<file path="config.mk">
export PLATFORM = sky130hd
export DESIGN_NAME = fdiv_ctrl
export DESIGN_NICKNAME = d
export VERILOG_FILES = /design/src/rtl/fdiv_pkg.sv /design/src/rtl/fdiv_seq.sv /design/src/rtl/fdiv_ctrl.sv
export SDC_FILE = /design/constraint.sdc
export NUM_CORES = 1
export LEC_CHECK = 0
export ABC_AREA = 1
export BUFFER_PORTS_ARGS = -buffer_cell sky130_fd_sc_hd__buf_2
export CORE_MARGIN = 3
export CORE_UTILIZATION = 45
export DETAILED_ROUTE_END_ITERATION = 6
export PLACE_DENSITY = 0.86
export RECOVER_POWER = 25
export SLEW_MARGIN = 20
export SYNTH_ARGS = -nofsm -noshare
export SYNTH_HDL_FRONTEND = slang
export SYNTH_HIERARCHICAL = 1
export SYNTH_SLANG_ARGS = --single-unit
</file>
<file path="constraint.sdc">
create_clock -name clk -period 1.67 [get_ports clk]
set_input_delay 0.0835 -clock clk [delete_from_list [all_inputs] [get_ports clk]]
set_output_delay 0.0835 -clock clk [all_outputs]
set_load 0.01 [all_outputs]
</file>
<file path="src/rtl/fdiv_pkg.sv">
`default_nettype none
// ============================================================================
// Module   : fdiv_pkg
// Brief    : Shared types and control encodings for the fdiv sequencer.
// Revision : 1.0 - initial release
// ============================================================================
package fdiv_pkg;

  // Sequencer states; IDLE is the reset/accept state.
  typedef enum logic [2:0] {
    ST_IDLE   = 3'd0,
    ST_LOAD_A = 3'd1,
    ST_LOAD_B = 3'd2,
    ST_ITER_A = 3'd3,
    ST_ITER_B = 3'd4,
    ST_ROUND  = 3'd5,
    ST_OUT    = 3'd6
  } fdiv_state_t;

  // Datapath operation select.
  localparam logic [1:0] OP_LOAD  = 2'b00;
  localparam logic [1:0] OP_ITER  = 2'b01;
  localparam logic [1:0] OP_ROUND = 2'b10;

  // Datapath operand mux select.
  localparam logic [1:0] RM_INIT  = 2'b00;
  localparam logic [1:0] RM_LOADB = 2'b01;
  localparam logic [1:0] RM_ITA   = 2'b10;
  localparam logic [1:0] RM_ITB   = 2'b11;

  // Control vector presented to the divider datapath each cycle.
  typedef struct packed {
    logic [1:0] op;
    logic [1:0] rm;
    logic       ena;
    logic       enb;
    logic       enc;
  } fdiv_ctl_t;

  // Moore decode: control pattern is a pure function of the state.
  function automatic fdiv_ctl_t ctl_decode(input fdiv_state_t st);
    fdiv_ctl_t c;
    c = '{op: OP_LOAD, rm: RM_INIT, ena: 1'b0, enb: 1'b0, enc: 1'b0};
    case (st)
      ST_LOAD_A: c = '{op: OP_LOAD,  rm: RM_INIT,  ena: 1'b1, enb: 1'b0, enc: 1'b0};
      ST_LOAD_B: c = '{op: OP_LOAD,  rm: RM_LOADB, ena: 1'b0, enb: 1'b1, enc: 1'b1};
      ST_ITER_A: c = '{op: OP_ITER,  rm: RM_ITA,   ena: 1'b1, enb: 1'b0, enc: 1'b0};
      ST_ITER_B: c = '{op: OP_ITER,  rm: RM_ITB,   ena: 1'b0, enb: 1'b1, enc: 1'b1};
      ST_ROUND:  c = '{op: OP_ROUND, rm: RM_LOADB, ena: 1'b0, enb: 1'b0, enc: 1'b0};
      default:   c = '{op: OP_LOAD,  rm: RM_INIT,  ena: 1'b0, enb: 1'b0, enc: 1'b0};
    endcase
    return c;
  endfunction

endpackage
`default_nettype wire

</file>
<file path="src/rtl/fdiv_seq.sv">
`default_nettype none
// ============================================================================
// Module   : fdiv_seq
// Brief    : Load / iterate / round sequencer with iteration-pair counter.
// Revision : 1.0 - initial release
// ============================================================================
module fdiv_seq
  import fdiv_pkg::*;
#(
  parameter int ITERS = 5
) (
  input  logic        clk,
  input  logic        reset,
  input  logic        start,
  input  logic        out_ready,
  output fdiv_state_t state,
  output fdiv_ctl_t   ctl
);

  localparam int CW = $clog2(ITERS + 1);
  // Counter value seen in the final ITER_B of a transaction.
  localparam logic [CW-1:0] CNT_LAST = CW'(ITERS - 1);

  fdiv_state_t   state_q, state_d;
  logic [CW-1:0] cnt_q, cnt_d;

  // State and counter registers; low reset returns to IDLE from anywhere.
  always_ff @(posedge clk) begin
    if (!reset) begin
      state_q <= ST_IDLE;
      cnt_q   <= '0;
    end else begin
      state_q <= state_d;
      cnt_q   <= cnt_d;
    end
  end

  // Next-state, counter update and Moore control decode.
  always_comb begin
    state_d = state_q;
    cnt_d   = cnt_q;
    ctl     = ctl_decode(state_q);
    case (state_q)
      ST_IDLE: begin
        if (start) begin
          cnt_d   = '0;
          state_d = ST_LOAD_A;
        end
      end
      ST_LOAD_A: state_d = ST_LOAD_B;
      ST_LOAD_B: state_d = ST_ITER_A;
      ST_ITER_A: state_d = ST_ITER_B;
      ST_ITER_B: begin
        // Counter tops out at ITERS, which fits CW bits, so it never wraps.
        cnt_d   = cnt_q + CW'(1);
        state_d = (cnt_q == CNT_LAST) ? ST_ROUND : ST_ITER_A;
      end
      ST_ROUND:  state_d = ST_OUT;
      ST_OUT: begin
        if (out_ready) state_d = ST_IDLE;
      end
      default:   state_d = ST_IDLE;
    endcase
  end

  assign state = state_q;

endmodule
`default_nettype wire

</file>
<file path="src/rtl/fdiv_ctrl.sv">
`default_nettype none
// ============================================================================
// Module   : fdiv_ctrl
// Brief    : Handshake wrapper and operand/result registers around fdiv_seq.
// Revision : 1.0 - initial release
// ============================================================================
module fdiv_ctrl
  import fdiv_pkg::*;
#(
  parameter int ITERS = 5
) (
  input  logic        clk,
  input  logic        reset,
  input  logic        in_valid,
  output logic        in_ready,
  input  logic [31:0] in_n,
  input  logic [31:0] in_d,
  output logic [31:0] fd_n,
  output logic [31:0] fd_d,
  output logic [1:0]  fd_op,
  output logic [1:0]  fd_rm,
  output logic        fd_ena,
  output logic        fd_enb,
  output logic        fd_enc,
  input  logic [31:0] fd_q,
  output logic        out_valid,
  input  logic        out_ready,
  output logic [31:0] out_q,
  output logic        out_dz
);

  fdiv_state_t state;
  fdiv_ctl_t   ctl;
  logic        accept;

  logic [31:0] n_q, n_d;
  logic [31:0] d_q, d_d;
  logic        dz_q, dz_d;
  logic [31:0] q_q, q_d;
  logic        qdz_q, qdz_d;

  // Only IDLE accepts; accept feeds registers only, never an output directly.
  assign accept = in_valid && (state == ST_IDLE);

  fdiv_seq #(
    .ITERS(ITERS)
  ) u_seq (
    .clk       (clk),
    .reset     (reset),
    .start     (accept),
    .out_ready (out_ready),
    .state     (state),
    .ctl       (ctl)
  );

  // Operand latch on accept; result and dz flag captured at the ROUND edge.
  always_comb begin
    n_d   = n_q;
    d_d   = d_q;
    dz_d  = dz_q;
    q_d   = q_q;
    qdz_d = qdz_q;
    if (accept) begin
      n_d  = in_n;
      d_d  = in_d;
      dz_d = (in_d[30:0] == 31'd0);
    end
    if (state == ST_ROUND) begin
      q_d   = fd_q;
      qdz_d = dz_q;
    end
  end

  // Operand and result registers.
  always_ff @(posedge clk) begin
    if (!reset) begin
      n_q   <= '0;
      d_q   <= '0;
      dz_q  <= 1'b0;
      q_q   <= '0;
      qdz_q <= 1'b0;
    end else begin
      n_q   <= n_d;
      d_q   <= d_d;
      dz_q  <= dz_d;
      q_q   <= q_d;
      qdz_q <= qdz_d;
    end
  end

  assign in_ready  = (state == ST_IDLE);
  assign out_valid = (state == ST_OUT);
  assign fd_n      = n_q;
  assign fd_d      = d_q;
  assign fd_op     = ctl.op;
  assign fd_rm     = ctl.rm;
  assign fd_ena    = ctl.ena;
  assign fd_enb    = ctl.enb;
  assign fd_enc    = ctl.enc;
  assign out_q     = q_q;
  assign out_dz    = qdz_q;

endmodule
`default_nettype wire

</file>
==> impl_metrics.toml <==
[floorplan]
placement_rows = 33
core_um2 = 8380
initial_utilization_pct = 47.2
die_height_um = 99.8
floorplan.die_area_um2 = 9960
die-width_um = 99.8
ioPinCount = 206

[power_and_ir_drop]
cellPowerDensity_nw_per_um2 = 1250
power_leakage_nw = 3.01
vdd.ir_drop.worst_mv = 0.650

[place]
placement.setup.worst_slack_ns = 0.216
number_of_buffer_cells_added_on_primary_ports = 205
dp_hpwl_um = 8010
dp_cells = 820
place_congestion = 0.860

[route]
firstDrtPassIters = 7
dr_total_vias = 4768
vias_per_cell = 5.12
routedWlPerCell_um = 15.1
remaining_drc_errors = 0
drtIter0Drc = 239
detail-route-antenna-nets = 0
route.final.wire_length_um = 14100

[layout]
num-nets-final = 925
antenna_diode_instance_count = 0
final-instance-count-excl-fill = 931
area_delta_synth_final_pct = 56.1
final_core_utilization_pct = 73.7
multi_input_area_um2 = 1650
nFillCells = 598
seqCellArea_um2 = 2090
post_route_cells_drive_above_1_share_pct = 23.7

[clocking]
clkSlewWorstSetupHoldPaths_ns = 0.10
cts_tree = "done"
worst_skew_pair.late_latency_ns = 0.37
clock_sink_count = 104
cts_max_path_buffers = 2
cts_max_level = 3
numCtsBuffers = 9
clock_tree.root_cell = "sky130_fd_sc_hd__clkbuf_8"

[timing]
slew_violations = 0
final_hold_viol_count = 0
final.setup.tns_ns = 0
finalSetupViolations = 0
slew_headroom_pct = 63.4
setup_repair_after_global_routing_missed_its_margin = "no"
timing_worst_slew_pin_value_ns = 0.548
final_min_period_over_clock_period_pct = 95.4
largest_clock_skew_in_the_final_design_ns = 0.0120
post-route-worst-setup-slack_ns = 0.0767
hold_ws_ns = 0.0403
max_clock_freq_ghz = 0.628
timing.final.crit_period_ns = 1.59

[worst_setup_path]
timing.setup.critical_path_class = "reg2out"
ff2ff_setup_slack_ns = 0.22
start_kind = "register"
end_of_the_worst_register_to_register_path = "out_q[15]$_SDFFE_PN0N_"
timing.critical_path.arrival_ns = 1.51
r2r-start = "u_seq/state[0]$_SDFFE_PN0P_"
crit_required_ns = 1.59
critPathMaxFanout = 7
ff2ff_path_depth = 5
setup.worst_path.start = "u_seq/state[2]$_SDFFE_PN0P_"
timing.critical_path.to = "fd_rm[1]"
end_kind = "output port"

[logic_synthesis]
synth-seq-area-share_pct = 52.6
synth_register_bits = 104
synthSimpleGateAreaFrac_pct = 25.6
synth_fa_ha_area_share_pct = 1.26
ys_types = 25
syn_area_um2 = 3960
syn_avg_cell_area_um2 = 7.47
combinational_family_with_the_most_area_after_synthesis = "simple AND/OR/NAND/NOR gates"
synthXorXnorAreaFrac_pct = 0.221
synth_fp_nets = 634
synthMuxAreaShare_pct = 0
synth_compound_gate_area_share_pct = 14.1
synth.yosys.warnings = 6
post_synth_inst_count = 530

[outcome]
run_status = "finished, final reports clean"

[run]
drv.max_cap_violation_count = 0

[global_route]
first_global_vias = 4712
gr-total-overflow = 0
grt.total_usage_pct = 27.6
grt_pass1_wl_um = 22300
grt_max_degree = 43
grt_antenna_before_repair = 0

[worst_hold_path]
worstHoldPathType = "in2reg"
==> cell families after synthesis <==
| family | count (synthesis) |
|---|---|
| compound gates | 109 |
| xor+xnor | 1 |
| fa+ha+maj | 4 |
| buf+inv | 51 |
| flops | 104 |
| simple gates | 261 |
==> cells in the final DEF (no fill, tap or decap), drive strengths merged, types with 2 or more instances in the layout <==
master	netlist	routed
nor2	222	222
buf	16	164
dfxtp	104	104
o21ai	100	100
dlygate4sd3	0	95
clkbuf	15	62
nand2	29	29
inv	20	22
nand3	7	7
a21oi	7	7
ha	4	4
clkinv	0	2
==> registers in the layout (all words and copies together), names as in the netlist <==
name and flops:
fd_n 32, u_seq/cnt_q 3, fd_d 32, dz_q 1
u_seq/state 3, out_dz 1, out_q 32
==> cell type report <==
cell class | count | share of cell area, %
inverter | 20 | 1.22
sequential | 104 | 33.8
timing repair buffer | 311 | 32.7
clock inverter | 6 | 1.22
multi-input combinational | 375 | 26.8
clock buffer | 10 | 2.23
tap | 105 | 2.13
==> routing by layer <==
layer / global-route usage (%) / up-vias / share of wire [%] / wire length, µm
met2: 51.9 / 269 / 52 / 7340
met4: 13.3 / 0 / 4.0 / 559
met3: 5.63 / 51 / 8.1 / 1140
li1: - / 2263 / - / -
met1: 29.0 / 2185 / 36 / 5050
met5: 0 / - / 0 / 0
==> synth_stat cells <==
| cell | number | area share [%] |
|---|---|---|
| sky130_fd_sc_hd__nor2_1 | 219 | 21 |
| sky130_fd_sc_hd__dfxtp_1 | 104 | 53 |
| sky130_fd_sc_hd__o21ai_0 | 81 | 10 |
| sky130_fd_sc_hd__nand2_1 | 27 | 2.6 |
| sky130_fd_sc_hd__o21ai_1 | 19 | 2.4 |
| sky130_fd_sc_hd__inv_1 | 14 | 1.3 |
| sky130_fd_sc_hd__clkbuf_1 | 12 | 1.1 |
| sky130_fd_sc_hd__buf_2 | 10 | 1.3 |
| sky130_fd_sc_hd__nand3_1 | 7 | 0.89 |
| sky130_fd_sc_hd__inv_2 | 6 | 0.57 |
| sky130_fd_sc_hd__a21oi_1 | 5 | 0.63 |
| sky130_fd_sc_hd__buf_6 | 4 | 1.1 |
| sky130_fd_sc_hd__ha_1 | 4 | 1.3 |
| sky130_fd_sc_hd__clkbuf_2 | 3 | 0.38 |
| sky130_fd_sc_hd__a21oi_2 | 2 | 0.44 |
| sky130_fd_sc_hd__buf_4 | 2 | 0.38 |
| sky130_fd_sc_hd__nand2_2 | 2 | 0.32 |
| sky130_fd_sc_hd__nor2_2 | 2 | 0.32 |
| sky130_fd_sc_hd__a211oi_1 | 1 | 0.19 |
| sky130_fd_sc_hd__a22oi_1 | 1 | 0.19 |
| sky130_fd_sc_hd__nand3b_1 | 1 | 0.19 |
| sky130_fd_sc_hd__nor2_4 | 1 | 0.28 |
| sky130_fd_sc_hd__nor3_1 | 1 | 0.13 |
| sky130_fd_sc_hd__or2_1 | 1 | 0.16 |
| sky130_fd_sc_hd__xor2_1 | 1 | 0.22 |
==> critical path: stages, from the launching register on <==
cell and delay (ns):
sky130_fd_sc_hd__dfxtp_4 0.38, sky130_fd_sc_hd__buf_4 0.17, sky130_fd_sc_hd__ha_4 0.28, sky130_fd_sc_hd__o21ai_0 0.09, sky130_fd_sc_hd__nand2_1 0.07, sky130_fd_sc_hd__inv_1 0.04, sky130_fd_sc_hd__buf_2 0.13
==> where the power goes <==
group	switching [mW]	internal, mW
sequential	0.303	2.99
clock	0.916	0.756
combinational	1.69	1.04
total	2.91	4.79
==> stage by stage <==
stage / power (mW) / instance area (µm²)
after global routing: 8.14 / 6180
final: 7.70 / 6180
after detailed placement: 5.84 / 5050
after floorplan: 4.86 / 3960
after CTS: 7.69 / 6240
after global placement: 5.74 / 5050
==> repair_timing <==
item | 4_1_cts | 5_1_grt
setup endpoints to repair | 3 | 2
setup buffers | 0 | 0
hold buffers | 95 | 0
endpoints found under the hold margin | 95 | 0
gates resized for setup | 4 | 1
==> worst min path at each step <==
stage | start | slack, ns | endpoint | depth (start not counted)
2_1_floorplan | fd_q[10] | 0.22 | out_q[10]$_SDFFE_PN0N_ | 2
3_3_place_gp | fd_q[25] | 0.30 | out_q[25]$_SDFFE_PN0N_ | 3
3_5_place_dp | fd_q[16] | 0.31 | out_q[16]$_SDFFE_PN0N_ | 3
4_1_cts | in_d[3] | 0.02 | fd_d[3]$_SDFFE_PN0P_ | 3
5_1_grt | in_d[3] | 0.04 | fd_d[3]$_SDFFE_PN0P_ | 3
6_report | in_d[3] | 0.04 | fd_d[3]$_SDFFE_PN0P_ | 3
Power figures use the tool's default switching activity.
